$ cat src/rtl/uart_pkg.sv
// Shared constants and types for the configurable UART transmitter.
package uart_pkg;
  localparam logic [1:0] PAR_NONE = 2'b00;
  localparam logic [1:0] PAR_EVEN = 2'b01;
  localparam logic [1:0] PAR_ODD  = 2'b10;
  localparam int OS_DEFAULT = 16;

  typedef enum logic [2:0] {IDLE, START, DATA, PARITY, STOP} tx_state_e;

  // Mode 2'b11 is deliberately treated like PAR_NONE.
  function automatic logic par_en(input logic [1:0] mode);
    return (mode == PAR_EVEN) || (mode == PAR_ODD);
  endfunction
endpackage

$ cat src/rtl/uart_tx_cfg_if.sv
// Bus-side write/config/status bundle of the UART transmitter.
interface uart_tx_cfg_if #(
  parameter int DBIT  = 8,
  parameter int DIV_W = 11
);
  logic             wr_en;
  logic [DBIT-1:0]  wr_data;
  logic [DIV_W-1:0] divisor;
  logic [1:0]       parity_mode;
  logic             stop2;
  logic             full;
  logic             empty;
  logic             overflow;
  logic             busy;
  logic             tx_done_tick;
  logic             tx;

  modport master (
    output wr_en, wr_data, divisor, parity_mode, stop2,
    input  full, empty, overflow, busy, tx_done_tick, tx
  );
  modport slave (
    input  wr_en, wr_data, divisor, parity_mode, stop2,
    output full, empty, overflow, busy, tx_done_tick, tx
  );
endinterface

$ cat src/rtl/uart_sync_fifo.sv
// Synchronous FIFO with registered occupancy count; a push is still taken when
// full if a pop happens in the same cycle.
module uart_sync_fifo #(
  parameter int WIDTH  = 8,
  parameter int ADDR_W = 3
) (
  input  logic             clk,
  input  logic             reset,
  input  logic             wr_en,
  input  logic [WIDTH-1:0] wr_data,
  input  logic             rd_en,
  output logic [WIDTH-1:0] rd_data,
  output logic             full,
  output logic             empty,
  output logic             overflow
);
  localparam int DEPTH = 1 << ADDR_W;

  logic [WIDTH-1:0]  mem [DEPTH];
  logic [ADDR_W-1:0] wptr, rptr;
  logic [ADDR_W:0]   count;
  logic              push, pop;

  assign pop     = rd_en && !empty;
  assign push    = wr_en && (!full || pop);
  assign full    = (count == (ADDR_W+1)'(DEPTH));
  assign empty   = (count == '0);
  assign rd_data = mem[rptr];

  always_ff @(posedge clk)
    if (push) mem[wptr] <= wr_data;

  always_ff @(posedge clk) begin
    if (reset) begin
      wptr     <= '0;
      rptr     <= '0;
      count    <= '0;
      overflow <= 1'b0;
    end else begin
      if (push) wptr <= wptr + 1'b1;
      if (pop)  rptr <= rptr + 1'b1;
      case ({push, pop})
        2'b10:   count <= count + 1'b1;
        2'b01:   count <= count - 1'b1;
        default: ;
      endcase
      overflow <= wr_en && !push;
    end
  end
endmodule

$ cat src/rtl/uart_tx_cfg.sv
// Queued UART transmitter: baud tick generator, TX FIFO and serialiser with
// per-frame latched divisor, parity mode and stop-bit count.
module uart_tx_cfg
  import uart_pkg::*;
#(
  parameter int DBIT   = 8,
  parameter int OS     = OS_DEFAULT,
  parameter int DIV_W  = 11,
  parameter int ADDR_W = 3
) (
  input  logic        clk,
  input  logic        reset,
  uart_tx_cfg_if.slave bus
);
  localparam int SW = $clog2(2*OS);
  localparam int NW = (DBIT > 1) ? $clog2(DBIT) : 1;

  tx_state_e        state;
  logic [DIV_W-1:0] div_q, tcnt;
  logic [1:0]       par_q;
  logic             stop_q, par_bit;
  logic [DBIT-1:0]  shreg, fifo_data;
  logic [SW-1:0]    scnt;
  logic [NW-1:0]    ncnt;
  logic             tick, pop, fifo_empty, bit_end, stop_end;

  uart_sync_fifo #(.WIDTH(DBIT), .ADDR_W(ADDR_W)) u_fifo (
    .clk      (clk),
    .reset    (reset),
    .wr_en    (bus.wr_en),
    .wr_data  (bus.wr_data),
    .rd_en    (pop),
    .rd_data  (fifo_data),
    .full     (bus.full),
    .empty    (fifo_empty),
    .overflow (bus.overflow)
  );

  assign bus.empty = fifo_empty;
  assign bus.busy  = (state != IDLE);
  assign pop       = (state == IDLE) && !fifo_empty;
  assign tick      = (tcnt == div_q);
  assign bit_end   = tick && (scnt == SW'(OS-1));
  assign stop_end  = tick && (scnt == (stop_q ? SW'(2*OS-1) : SW'(OS-1)));

  // tx is registered from the current state, so the line lags the FSM by one
  // clk; this gives the N+2 start-bit latency and the single idle clk.
  always_ff @(posedge clk) begin
    if (reset) begin
      state            <= IDLE;
      bus.tx           <= 1'b1;
      bus.tx_done_tick <= 1'b0;
      tcnt             <= '0;
      scnt             <= '0;
      ncnt             <= '0;
      shreg            <= '0;
      div_q            <= '0;
      par_q            <= PAR_NONE;
      stop_q           <= 1'b0;
      par_bit          <= 1'b0;
    end else begin
      bus.tx_done_tick <= 1'b0;
      tcnt <= (state == IDLE || tick) ? '0 : tcnt + 1'b1;
      case (state)
        IDLE: begin
          bus.tx <= 1'b1;
          if (pop) begin
            shreg   <= fifo_data;
            div_q   <= bus.divisor;
            par_q   <= bus.parity_mode;
            stop_q  <= bus.stop2;
            par_bit <= (^fifo_data) ^ (bus.parity_mode == PAR_ODD);
            scnt    <= '0;
            ncnt    <= '0;
            state   <= START;
          end
        end
        START: begin
          bus.tx <= 1'b0;
          if (bit_end) begin
            scnt  <= '0;
            state <= DATA;
          end else if (tick) scnt <= scnt + 1'b1;
        end
        DATA: begin
          bus.tx <= shreg[0];
          if (bit_end) begin
            scnt  <= '0;
            shreg <= shreg >> 1;
            if (ncnt == NW'(DBIT-1)) state <= par_en(par_q) ? PARITY : STOP;
            else                     ncnt  <= ncnt + 1'b1;
          end else if (tick) scnt <= scnt + 1'b1;
        end
        PARITY: begin
          bus.tx <= par_bit;
          if (bit_end) begin
            scnt  <= '0;
            state <= STOP;
          end else if (tick) scnt <= scnt + 1'b1;
        end
        STOP: begin
          bus.tx <= 1'b1;
          if (stop_end) begin
            scnt             <= '0;
            bus.tx_done_tick <= 1'b1;
            state            <= IDLE;
          end else if (tick) scnt <= scnt + 1'b1;
        end
        default: state <= IDLE;
      endcase
    end
  end
endmodule

$ cat src/flat_wrapper.sv
// flat-port wrapper written by rule: the top's interface ports become plain ports
module uart_tx_cfg_flat import uart_pkg::*;
#(
  parameter int DBIT   = 8,
  parameter int OS     = OS_DEFAULT,
  parameter int DIV_W  = 11,
  parameter int ADDR_W = 3
)
  (clk, reset, bus_wr_en, bus_wr_data, bus_divisor, bus_parity_mode, bus_stop2, bus_full, bus_empty, bus_overflow, bus_busy, bus_tx_done_tick, bus_tx);
  uart_tx_cfg_if #(.DBIT(DBIT), .DIV_W(DIV_W)) bus_i ();
  input  logic clk;
  input  logic reset;
  input wire logic [$bits(bus_i.wr_en)-1:0] bus_wr_en;
  input wire logic [$bits(bus_i.wr_data)-1:0] bus_wr_data;
  input wire logic [$bits(bus_i.divisor)-1:0] bus_divisor;
  input wire logic [$bits(bus_i.parity_mode)-1:0] bus_parity_mode;
  input wire logic [$bits(bus_i.stop2)-1:0] bus_stop2;
  output wire logic [$bits(bus_i.full)-1:0] bus_full;
  output wire logic [$bits(bus_i.empty)-1:0] bus_empty;
  output wire logic [$bits(bus_i.overflow)-1:0] bus_overflow;
  output wire logic [$bits(bus_i.busy)-1:0] bus_busy;
  output wire logic [$bits(bus_i.tx_done_tick)-1:0] bus_tx_done_tick;
  output wire logic [$bits(bus_i.tx)-1:0] bus_tx;
  assign bus_i.wr_en = bus_wr_en;
  assign bus_i.wr_data = bus_wr_data;
  assign bus_i.divisor = bus_divisor;
  assign bus_i.parity_mode = bus_parity_mode;
  assign bus_i.stop2 = bus_stop2;
  assign bus_full = bus_i.full;
  assign bus_empty = bus_i.empty;
  assign bus_overflow = bus_i.overflow;
  assign bus_busy = bus_i.busy;
  assign bus_tx_done_tick = bus_i.tx_done_tick;
  assign bus_tx = bus_i.tx;
  uart_tx_cfg #(.DBIT(DBIT), .OS(OS), .DIV_W(DIV_W), .ADDR_W(ADDR_W)) u_core (.clk(clk), .reset(reset), .bus(bus_i));
endmodule
$ cat config.mk
export PLATFORM = sky130hd
export DESIGN_NAME = uart_tx_cfg_flat
export DESIGN_NICKNAME = d
export VERILOG_FILES = /design/src/rtl/uart_pkg.sv /design/src/rtl/uart_tx_cfg_if.sv /design/src/rtl/uart_sync_fifo.sv /design/src/rtl/uart_tx_cfg.sv /design/src/flat_wrapper.sv
export SDC_FILE = /design/constraint.sdc
export NUM_CORES = 1
export LEC_CHECK = 0
export BUFFER_PORTS_ARGS = -buffer_cell sky130_fd_sc_hd__buf_2
export CAP_MARGIN = 20
export CORE_ASPECT_RATIO = 0.9
export CORE_MARGIN = 2
export CORE_UTILIZATION = 35
export CTS_CLUSTER_SIZE = 30
export DETAILED_ROUTE_END_ITERATION = 6
export GPL_TIMING_DRIVEN = 0
export PLACE_DENSITY = 0.56
export SLEW_MARGIN = 20
export SYNTH_ARGS = -nofsm -noshare
export SYNTH_HDL_FRONTEND = slang
export SYNTH_SLANG_ARGS = --single-unit
export TNS_END_PERCENT = 5
$ cat constraint.sdc
create_clock -name clk -period 3.5 [get_ports clk]
set_input_delay 0.35 -clock clk [delete_from_list [all_inputs] [get_ports clk]]
set_output_delay 0.35 -clock clk [all_outputs]
set_load 0.03 [all_outputs]
---- After elaboration in Yosys (flattened, before gate mapping) ----
Memory sizes are Yosys's and may differ from the RTL's. A register that Yosys moved wholly into a read port is not among the register bits.
Cells that the tools add are included.
cells by class
  $lt $le $gt $ge ......................... 0
  shifts and indexed selects .............. 0
  divide/modulo/power cells ............... 0
  mux-type cells .......................... 28
  reductions and logical operators ........ 29
  bitwise logic cells ..................... 2
  equality and inequality tests ........... 21
  add/sub/neg operators ................... 7
  multipliers ............................. 0
operator list
  cell                                                              count
  3-bit two-way mux                                                 12
  5-bit two-way mux                                                 5
  8-bit two-way mux                                                 2
  8-bit case mux with 2 select lines                                1
  3-bit case mux with 5 select lines                                1
  5-bit case mux with 3 select lines                                1
  11-bit by 1-bit adder with 11-bit output (second input constant)  1
  11-bit == test                                                    1
  2-bit by 1-bit != test with 1-bit output (second input constant)  5
  3-bit by 1-bit adder with 3-bit output (second input constant)    3
  4-bit case mux with 2 select lines                                1
  8-bit parity                                                      1
  2-bit == test (second input constant)                             3
  3-bit by 2-bit == test with 1-bit output (second input constant)  2
  3-bit == test (second input constant)                             2
  1-bit logical AND                                                 6
  3-bit case mux with 2 select lines                                1
  6-bit AND reduction                                               1
  3-bit nonzero test                                                2
  2-bit OR reduction                                                3
  5-bit by 1-bit adder with 5-bit output (second input constant)    1
  5-bit by 4-bit == test with 1-bit output (second input constant)  1
  5-bit == test                                                     1
  4-bit by 1-bit adder with 4-bit output (second input constant)    1
  other kinds (19)                                                  29
storage, ports and cells
  memory bits (read-only) ................. 0
  logic and storage cells ................. 103
  register bits after elaboration ......... 58
  memories kept ........................... 1
  bits in latches ......................... 0
  RAM bits ................................ 64
  output and inout bits ................... 6
memory list
  memory             words  bits a word  read ports  clocked after memory_dff  wr ports  line                  RTL
  u_core.u_fifo.mem  8      8            1           1                         1         uart_sync_fifo.sv:19  logic [WIDTH-1:0] mem [DEPTH];

---- Depth between registers and ports, before layout ----
Gate-level depths: netlist of run 1.
  word-level depth ........................ 8
  gate-level depth with buffers ........... 12
  mapped depth without buffers ............ 11

---- Modules after synthesis ----
Synthesis of run 1 repeated with hierarchy kept, for this count alone.
second synthesis, totals
  cells, all modules ...................... 449
  area total of the unflattened synthesis .. 5,622.9 um^2
modules (own cells, without submodules)
  module          instances  area each (um^2)  cells each  seq. area each (um^2)
  uart_sync_fifo  1          3,230.6           178         2,202.1
  uart_tx_cfg     1          2,392.3           271         940.9

---- Worst setup path before layout of run 1 ----
OpenSTA, ideal clock, no wires.
  path kind ............................... reg2reg
  start ................................... reg u_core.state[1]
  end ..................................... reg u_core.u_fifo.count[3]
  setup time .............................. 128 ps
  arrival ................................. 2,337 ps
  setup slack ............................. 1,035 ps
  data required time ...................... 3,372 ps
  cell stages (with the launch flop) ...... 13
  path through ............................ dfxtp_1 clkbuf_1 nor3_2 inv_2 or3_1 inv_2 ha_1 a21o_1 a21oi_1 nor3_1 a21oi_1 xor2_1 nor2_1
between the ends
  cells in the longest elaborated chain, start to end .. 7
  elaborated cells between the ends (all ways) .. 9
  those cells by class .................... 2 x eq/ne; 1 x mux; 6 x reduce/logical
RTL lines
  element                                                                    line                  RTL
  start, declared                                                            uart_tx_cfg.sv:18     tx_state_e state;
  start signal, assigned                                                     uart_tx_cfg.sv:90     if (ncnt == NW'(DBIT-1)) state <= par_en(par_q) ? PARITY : STOP;
  3-bit logical NOT (*)                                                      uart_tx_cfg.sv:41     assign pop = (state == IDLE) && !fifo_empty;
  1-bit logical AND (*)                                                      uart_tx_cfg.sv:41
  1-bit logical AND (*)                                                      uart_sync_fifo.sv:24  assign pop = rd_en && !empty;
  1-bit logical OR                                                           uart_sync_fifo.sv:25  assign push = wr_en && (!full || pop);
  1-bit logical AND                                                          uart_sync_fifo.sv:25
  2-bit by 1-bit == test with 1-bit output or 2-bit == test (tied branches)  uart_sync_fifo.sv:42  case ({push, pop})
  4-bit case mux with 2 select lines or 2-bit nonzero test (tied branches)   --
  end signal, assigned                                                       uart_sync_fifo.sv:43  2'b10: count <= count + 1'b1;
  end signal, assigned                                                       uart_sync_fifo.sv:44  2'b01: count <= count - 1'b1;
  end, declared                                                              uart_sync_fifo.sv:21  logic [ADDR_W:0] count;
Every way passes the cells marked *; elsewhere a longest branch is shown, timed or not.
A chain may end at the register's enable or synchronous reset.

---- Worst setup path in the final report of run 1 ----
Ends and elaborated chain as after synthesis.

==> results.rst, run 1 <==
.. list-table::
   :header-rows: 1

   * - Metric
     - Value
   * - Async set or reset register ratio after synthesis
     - 0%
   * - Min-delay worst type
     - in -> reg
   * - Data arrival time of the worst path
     - 2970 ps
   * - Vias after detailed routing
     - 3,592
   * - Synthesized net count
     - 493
   * - Number of enable flip-flop cells after synthesis
     - 64
   * - Synthesized area
     - 0.00547 mm²
   * - Post-layout instance area
     - 0.00650 mm²
   * - Status
     - finished, final reports clean
   * - Hold-fix buffers at CTS
     - 0
   * - Maximum fanout count along the critical path
     - 8
   * - Share of cells above drive strength 1
     - 17.9%
   * - Dominant cells by area after synthesis
     - edfxtp_1, dfxtp_1, mux4_2, nand2_1, a21oi_1
   * - Sw Share
     - 34.6%
   * - Critical Path Source Type
     - flip-flop
   * - DPL Wire Length
     - 7770 µm
   * - CTS H-Tree Depth
     - 4
   * - Antenna Cells
     - 0
   * - Routability cong.
     - 0.772
   * - Average wire per standard cell
     - 15.9 µm
   * - Area of the die
     - 0.0166 mm²
   * - Unrepaired setup endpoints after global routing
     - no
   * - Buf/Inv on CP
     - 3
   * - Total power
     - 5.51 mW
   * - Chip height
     - 123 µm
   * - Count of filler cells inserted in the layout
     - 1,465
   * - CTS resizes
     - 0
   * - Mean instance size in the synthesized netlist
     - 11.9 µm²
   * - Number of standard-cell rows in the floorplan
     - 43
   * - Global-route wire length before repair
     - 18,600 µm
   * - Worst clock skew
     - 10.3 ps
   * - Worst slew margin relative to its limit
     - 28.8%
   * - Cell-by-cell listing of the critical path
     - clkbuf_1 -> nor3_2 -> inv_2 -> or3_1 -> inv_2 -> ha_1 -> a21o_1 -> a21oi_1 -> nor3_1 -> a21oi_1 -> xor2_1 -> nor2_1
   * - DRC errors left
     - 0
   * - Port Buf Inserts
     - 29
   * - GRT Overall Usage
     - 14.8%
   * - Root buffer cell
     - clkbuf_16
   * - Shortest period the worst path allows
     - 2690 ps
   * - Share of the synthesized area in the top cell type
     - 35.1%
   * - Slew at the pin with the worst max-slew slack
     - 1060 ps
   * - Core region area
     - 0.0153 mm²
   * - Family with the most delay on the worst path
     - simple AND/OR/NAND/NOR gates
   * - Proportion of synthesized chip area in sequential cells
     - 57.5%
   * - Overall die width
     - 136 µm
   * - Cells after synthesis
     - 458
   * - Clock tree from TritonCTS
     - done
   * - CTS max path bufs
     - 2
   * - Data required time of the critical path
     - 3770 ps
   * - Fmax achieved
     - 0.371 GHz
   * - Routed wire length
     - 11,500 µm
   * - Starting density of the core
     - 35.7%
   * - Setup bufs post-CTS
     - 0
   * - 1st-pass router iterations
     - 4
   * - Number of buffers created by CTS
     - 17
   * - Power density normalized to cell area
     - 848 mW/mm²
   * - Routed Antenna Nets
     - 0
   * - Proportion of power drawn by the clock network
     - 32.9%
   * - Tightest hold margin
     - 185 ps
   * - Leading cell types in the layout, fill and taps excluded
     - edfxtp_1, dfxtp_1, nand2_1, a21oi_1, nor2_1
   * - Post-placement cell area
     - 0.00589 mm²
   * - Number of top-level pins
     - 31
   * - Crit share post-route
     - 77.0%
   * - Worst skew pair latency
     - 410 ps
   * - Proportion of power drawn by flip-flops and latches
     - 34.0%
   * - Vias per inst
     - 4.97
   * - Commonest non-fill, non-tap cell in the layout
     - edfxtp_1
   * - Net load switching power
     - 1.90 mW
   * - Layout Utilization
     - 42.4%
   * - Largest stage delay, worst path
     - 430 ps
   * - Leakage power
     - 2.40 nW
   * - Largest net degree at the start of global routing
     - 17
   * - Max-slew violation total from the final report
     - 0
   * - Finish-stage setup viols
     - 0
   * - Count of cell types in the netlist
     - 58
   * - Sink count of the clock tree
     - 125
   * - Register bit total from synthesis
     - 125
   * - Number of global-route vias before repair
     - 3,576
   * - Residual overflow from global routing
     - 0
   * - Final hold vios
     - 0
   * - Syn-to-layout area delta
     - 18.9%
   * - Total of warnings raised by yosys
     - 0
   * - CP Capture Type
     - flip-flop
   * - Critical Path Slowest Stage Cell
     - or3_1
   * - Critical path class
     - reg -> reg
   * - Number of nets at the end of the flow
     - 543
   * - Reported max-cap violation count
     - 0
   * - Proportion of power drawn by combinational gates
     - 33.0%
   * - Cell type contributing the most total cell area after synthesis
     - edfxtp_1
   * - Worst vdd ir
     - 0.466 mV
   * - Accumulated negative setup slack
     - 0 ps
   * - Cell-internal power
     - 3.61 mW
   * - Clock-pin slew reported for the worst setup and hold paths after clock tree synthesis
     - 60 ps
   * - Post-synth top flop
     - edfxtp_1
   * - Antenna violations before repair
     - 0
   * - Iteration-0 DRC Markers
     - 245
area by class of cell:
cell class / count / area (µm²) / share of cell area (%)
Sequential cell: 125 / 3140 / 48.3
Inverter: 13 / 48.8 / 0.751
Buffer: 22 / 118 / 1.81
Tap cell: 202 / 253 / 3.89
Clock inverter: 15 / 184 / 2.83
Timing Repair Buffer: 31 / 160 / 2.46
Clock buffer: 17 / 425 / 6.54
Multi-Input combinational cell: 298 / 2170 / 33.4
worst register-to-register path, stage by stage (launching register included):
cell      delay, ps
dfxtp_1         290
clkbuf_1        190
nor3_2          420
inv_2           110
or3_1           430
inv_2           100
ha_1            220
a21o_1          170
a21oi_1         190
nor3_1           70
a21oi_1         170
xor2_1          170
nor2_1           50
layer usage:
layer	routed length, µm	share of wire, %	track usage, %	vias to the layer above
li1	-	-	-	1779
met1	5500	48	19.2	1738
met2	5370	47	24.1	61
met3	412	3.6	4.21	14
met4	177	1.5	4.69	0
met5	0	0	0	-
metrics by stage:
stage                     std cells  setup WS (ps)
final                           723            806
after global placement          689            291
after CTS                       723            782
after detailed placement        691            795
after global routing            723            559
after floorplan                 458           1040
path summary, 6_finish.rpt:
kind,from,end,slack [ps],depth (start not counted)
max reg2reg,u_core.state[1],u_core.u_fifo.count[3],810,12
min reg2reg,u_core.stop_q,u_core.stop_q,470,2
min,bus_stop2,u_core.stop_q,190,3
max,u_core.state[1],u_core.u_fifo.count[3],810,12
state kept, by name (all words and copies together) (netlist names), named ones only:
name / flops
u_core.u_fifo.count: 4
u_core.par_bit: 1
u_core.div_q: 11
u_core.par_q: 2
u_core.state: 3
u_core.tcnt: 11
u_core.u_fifo.wptr: 3
u_core.bus.tx: 1
u_core.bus.tx_done_tick: 1
u_core.stop_q: 1
u_core.shreg: 8
u_core.u_fifo.overflow: 1
u_core.u_fifo.mem: 64
u_core.u_fifo.rptr: 3
u_core.scnt: 5
u_core.ncnt: 3
cell usage after synthesis, types with 3 or more instances:
cell type   n
xor2_1     21
dfxtp_1    61
nor2_1     33
or2_1       3
mux4_2     10
mux2i_1     8
nor3_1      6
nand2b_1    5
mux4_1      6
o21ai_0     5
and3_1      6
nand3_1    10
o2111ai_1   7
inv_1       9
inv_2       4
buf_2       3
a21oi_1    37
or3_1       7
a21o_1      4
nand2_1    55
ha_1        9
nand4_1     4
clkbuf_1   15
xnor2_1    10
edfxtp_1   64
and2_1      3
o21ai_1    14
cells by family (layout without fill, tap and decap cells):
logic type | count (synthesis) | count (layout) | share of synthesized area (%)
mux | 26 | 26 | 9.08
xor+xnor | 32 | 32 | 5.38
simple gates | 150 | 150 | 13.8
compound gates | 80 | 80 | 8.76
fa+ha+maj | 10 | 10 | 2.43
buf+inv | 35 | 98 | 3.04
flops | 125 | 125 | 57.5
power by group through the flow:
stage	Combinational [mW]	Sequential, mW	Clock (mW)
floorplan	1.41	1.87	0
global placement	1.79	1.90	0
detailed placement	1.82	1.90	0
CTS	1.84	1.88	1.85
global route	2.02	1.90	1.93
finish	1.82	1.88	1.81
Note: power is estimated with default switching activity, not from simulation.
==> run 2: changes to the inputs <==
--- a/config.mk
+++ b/config.mk
@@ -5,6 +5,7 @@
 export SDC_FILE = /design/constraint.sdc
 export NUM_CORES = 1
 export LEC_CHECK = 0
+export ABC_AREA = 1
 export BUFFER_PORTS_ARGS = -buffer_cell sky130_fd_sc_hd__buf_2
 export CAP_MARGIN = 20
 export CORE_ASPECT_RATIO = 0.9
@@ -13,7 +14,7 @@
 export CTS_CLUSTER_SIZE = 30
 export DETAILED_ROUTE_END_ITERATION = 6
 export GPL_TIMING_DRIVEN = 0
-export PLACE_DENSITY = 0.56
+export PLACE_DENSITY = 0.55
 export SLEW_MARGIN = 20
 export SYNTH_ARGS = -nofsm -noshare
 export SYNTH_HDL_FRONTEND = slang
==> constraint.sdc (replaced) <==
create_clock -name clk -period 2.6 [get_ports clk]
set_input_delay 0.26 -clock clk [delete_from_list [all_inputs] [get_ports clk]]
set_output_delay 0.26 -clock clk [all_outputs]
set_load 0.03 [all_outputs]
==> run 2 against run 1 <==
Effect of this change: combinational power increased by 82%; die area increased by 10%; final area grew 8.9%; clock skew rose by 3.6 ps; area after synthesis is 10% higher; clock power grew 36%; hold slack got worse by 120 ps; critical path type unchanged; total power rose by 53%.
==> results.rst, run 2 <==
.. list-table::
   :header-rows: 1

   * - Metric
     - Value
   * - Worst skew pair latency
     - 420 ps (about the same)
   * - Final hold vios
     - 0 (unchanged)
   * - Worst clock skew
     - 13.9 ps (+3.60 ps)
   * - DRC errors left
     - 0 (unchanged)
   * - Proportion of synthesized chip area in sequential cells
     - 52.1% (-5.4 points)
   * - Overall die width
     - 142 µm (+4.9%)
   * - Sw Share
     - 39.5% (+4.9 points)
   * - Finish-stage setup viols
     - 0 (unchanged)
   * - Slew at the pin with the worst max-slew slack
     - 856 ps (-208 ps)
   * - Maximum fanout count along the critical path
     - 8 (unchanged)
   * - Hold Path Stages
     - 3 (unchanged)
   * - CTS H-Tree Depth
     - 4 (unchanged)
   * - CTS max path bufs
     - 2 (unchanged)
   * - Number of top-level pins
     - 31 (unchanged)
   * - Synthesized area
     - 0.00604 mm² (+10%)
   * - Share of the synthesized area in the top cell type
     - 31.8% (-3.3 points)
   * - DPL Wire Length
     - 9420 µm (+21%)
   * - Leakage power
     - 3.16 nW (+32%)
   * - Cell type contributing the most total cell area after synthesis
     - edfxtp_1
   * - Mean instance size in the synthesized netlist
     - 7.95 µm² (-33%)
   * - GRT Overall Usage
     - 16.1% (+1.2 points)
   * - Routed Antenna Nets
     - 0 (unchanged)
   * - Data required time of the critical path
     - 2640 ps (-1130 ps)
   * - Commonest non-fill, non-tap cell in the layout
     - nand2_1
   * - Routed wire length
     - 13,800 µm (+20%)
   * - Number of standard-cell rows in the floorplan
     - 45 (+4.7%)
   * - Total power
     - 8.41 mW (+53%)
   * - Cells after synthesis
     - 759 (+66%)
   * - 1st-pass router iterations
     - 5 (+1)
   * - Proportion of power drawn by the clock network
     - 29.2% (-3.7 points)
   * - Reported max-cap violation count
     - 0 (unchanged)
   * - Largest net degree at the start of global routing
     - 17 (unchanged)
   * - Chip height
     - 129 µm (+4.9%)
   * - CP Capture Type
     - flip-flop
   * - Worst slew margin relative to its limit
     - 42.7% (+14 points)
   * - Syn-to-layout area delta
     - 17.3%
   * - Shortest period the worst path allows
     - 2440 ps (-250 ps)
   * - Hold-fix buffers at CTS
     - 0 (unchanged)
   * - Area of the die
     - 0.0183 mm² (+10%)
   * - Max-slew violation total from the final report
     - 0 (unchanged)
   * - Data arrival time of the worst path
     - 2480 ps (-490 ps)
   * - Proportion of power drawn by flip-flops and latches
     - 31.3% (-2.7 points)
   * - Area used by sequential logic in the layout
     - 0.00314 mm² (unchanged)
   * - Starting density of the core
     - 35.7% (+0.074 points)
   * - Antenna violations before repair
     - 0 (unchanged)
   * - Flip-flop count of the largest register, all copies and words added
     - 64 (unchanged)
   * - Multiplexer area fraction after synthesis
     - 0% (-9.1 points)
   * - Root buffer cell
     - clkbuf_16
   * - Residual overflow from global routing
     - 0 (unchanged)
   * - Critical Path Source Type
     - flip-flop
   * - Cell-internal power
     - 5.09 mW (+41%)
   * - Regs by FF count
     - u_core.u_fifo.mem (64), u_core.div_q (11), u_core.tcnt (11)
   * - Async set or reset register ratio after synthesis
     - 0% (unchanged)
   * - Number of nets at the end of the flow
     - 843 (+55%)
   * - Vias per inst
     - 4.66 (-6.1%)
   * - Count of cell types in the netlist
     - 37 (-36%)
   * - Clock-pin slew reported for the worst setup and hold paths after clock tree synthesis
     - 60 ps (about the same)
   * - Simple-Gate Fraction of Synth Area
     - 29.7% (+16 points)
   * - Routability cong.
     - 0.795 (+2.9%)
   * - Global-route wire length before repair
     - 22,500 µm (+21%)
   * - Leading cell types in the layout, fill and taps excluded
     - nand2_1, inv_1, nor2_1, edfxtp_1, dfxtp_1
   * - Final cell count without fillers
     - 1,032 (+43%)
   * - Unrepaired setup endpoints after global routing
     - yes
   * - Share of cells above drive strength 1
     - 13.0% (-4.8 points)
   * - Core region area
     - 0.0169 mm² (+10%)
   * - Post-synthesis share of cell area spent on full adders, half adders and majority gates
     - 2.20% (-0.23 points)
   * - Min-delay worst type
     - in -> reg
   * - Number of cells traversed by the worst register-to-register path
     - 7 (-5)
   * - Most frequent cell after synthesis
     - nand2_1
   * - Number of enable flip-flop cells after synthesis
     - 64 (unchanged)
   * - Synthesized net count
     - 794 (+61%)
   * - Vias after detailed routing
     - 4,812 (+34%)
   * - Port Buf Inserts
     - 29 (unchanged)
   * - Net load switching power
     - 3.32 mW (+74%)
   * - Main combinational cell family by area after synthesis
     - simple AND/OR/NAND/NOR gates
   * - Number of global-route vias before repair
     - 4,331 (+21%)
   * - Worst vdd ir
     - 0.538 mV (+15%)
   * - Register bit total from synthesis
     - 125 (unchanged)
   * - Critical path class
     - reg -> reg
   * - Status
     - finished, final reports clean
   * - Power density normalized to cell area
     - 1190 mW/mm² (+40%)
   * - Clock tree from TritonCTS
     - done
   * - Count of filler cells inserted in the layout
     - 1,722 (+18%)
   * - Setup bufs post-CTS
     - 0 (unchanged)
   * - Post-synth top flop
     - edfxtp_1
   * - Post-synthesis compound-gate area fraction
     - 5.84% (-2.9 points)
   * - Dominant cells by area after synthesis
     - edfxtp_1, dfxtp_1, nand2_1, inv_1, nor2_1
   * - Post-Synth XOR/XNOR Area
     - 1.74% (-3.6 points)
   * - Largest register by flop count
     - u_core.u_fifo.mem
   * - Top cells by instance count after synthesis
     - nand2_1, inv_1, nor2_1, edfxtp_1, dfxtp_1
   * - Multi-input logic area
     - 0.00240 mm² (+11%)
   * - Sink count of the clock tree
     - 125 (unchanged)
   * - Number of buffers created by CTS
     - 17 (unchanged)
   * - Total of warnings raised by yosys
     - 0 (unchanged)
   * - Proportion of power drawn by combinational gates
     - 39.4% (+6.4 points)
   * - Average wire per standard cell
     - 13.4 µm (-16%)
   * - Fmax achieved
     - 0.409 GHz (+10%)
   * - Post-placement cell count
     - 999 (+45%)
   * - Antenna Cells
     - 0 (unchanged)
   * - Crit share post-route
     - 94.0% (+17 points)
   * - Iteration-0 DRC Markers
     - 265 (+8.2%)
-- run 2: cell count changes after synthesis, sizes merged, moves of 14 or more --
cell   previous run  this run
xor2             21         7
nor2             33        82
mux4             16         0
o21ai            19        37
inv              13        99
nand3            10        61
nand2            56       253
-- run 2: what timing repair did --
item / 4_1_cts / 5_1_grt
pin swaps: 0 / 1
cloned: 0 / 0
endpoints found under the setup margin: 24 / 46
hold endpoints to repair: 0 / 0
resized for setup: 3 / 4
-- run 2: routing by layer --
metal | global-route usage [%] | up-vias | part of all wire (%)
met2 | 24.1 | 66 | 44
met1 | 22.3 | 2210 | 51
met4 | 5.01 | 0 | 1.1
li1 | - | 2521 | -
met3 | 4.84 | 15 | 3.5
met5 | 0 | - | 0
-- run 2: path summary, 6_finish.rpt --
path | start | to | slack [ps]
setup / recovery | u_core.state[0] | u_core.u_fifo.mem[0][4] | 160
hold / removal | bus_divisor[8] | u_core.div_q[8] | 60
setup reg to reg | u_core.state[0] | u_core.u_fifo.mem[0][4] | 160
hold reg to reg | u_core.shreg[1] | u_core.shreg[1] | 460
-- run 2: area by class of cell --
cell class / count / area share [%]
flip-flops and latches: 125 / 44.4
multi-input cells: 511 / 34.0
clock buffers: 19 / 6.11
inverters: 99 / 5.25
well taps: 211 / 3.73
clock inverters: 13 / 2.42
repair buffers: 30 / 2.21
plain buffers: 24 / 1.94
-- run 2: worst max-delay path, stage by stage (launching register included) --
cell and delay (ps):
dfxtp_1 370, nor2_1 180, inv_2 90, nor2_4 140
nor2_1 60, nor2_1 300, nand2_1 210, nor2_1 700
-- run 2: cells by family after synthesis --
group,count (synthesis)
AOI/OAI and AO/OA,68
buffers and inverters,123
and+or+nand+nor,421
adders and majority gates,10
xor gates and xnor gates,12
DFF,125
-- run 2: per-stage QoR --
stage | util [%] | worst slack, ps | TNS [ps] | hold slack [ps] | instance area, µm²
2_1_floorplan | - | 168 | 0 | 359 | 6040
3_3_place_gp | 38.2 | -170 | -2170 | 448 | 6450
3_5_place_dp | 38.2 | -250 | -2820 | 454 | 6450
4_1_cts | 41.8 | -14.7 | -102 | 57.4 | 7060
5_1_grt | 41.9 | -61.9 | -717 | 53.5 | 7080
6_report | 41.9 | 156 | 0 | 63.1 | 7080
-- run 2: power by group through the flow --
stage | combinational [mW] | sequential, mW | clock (mW)
global placement | 3.29 | 2.67 | 0
CTS | 3.33 | 2.63 | 2.49
finish | 3.32 | 2.63 | 2.46
detailed placement | 3.30 | 2.67 | 0
global route | 3.82 | 2.67 | 2.59
floorplan | 2.51 | 2.63 | 0
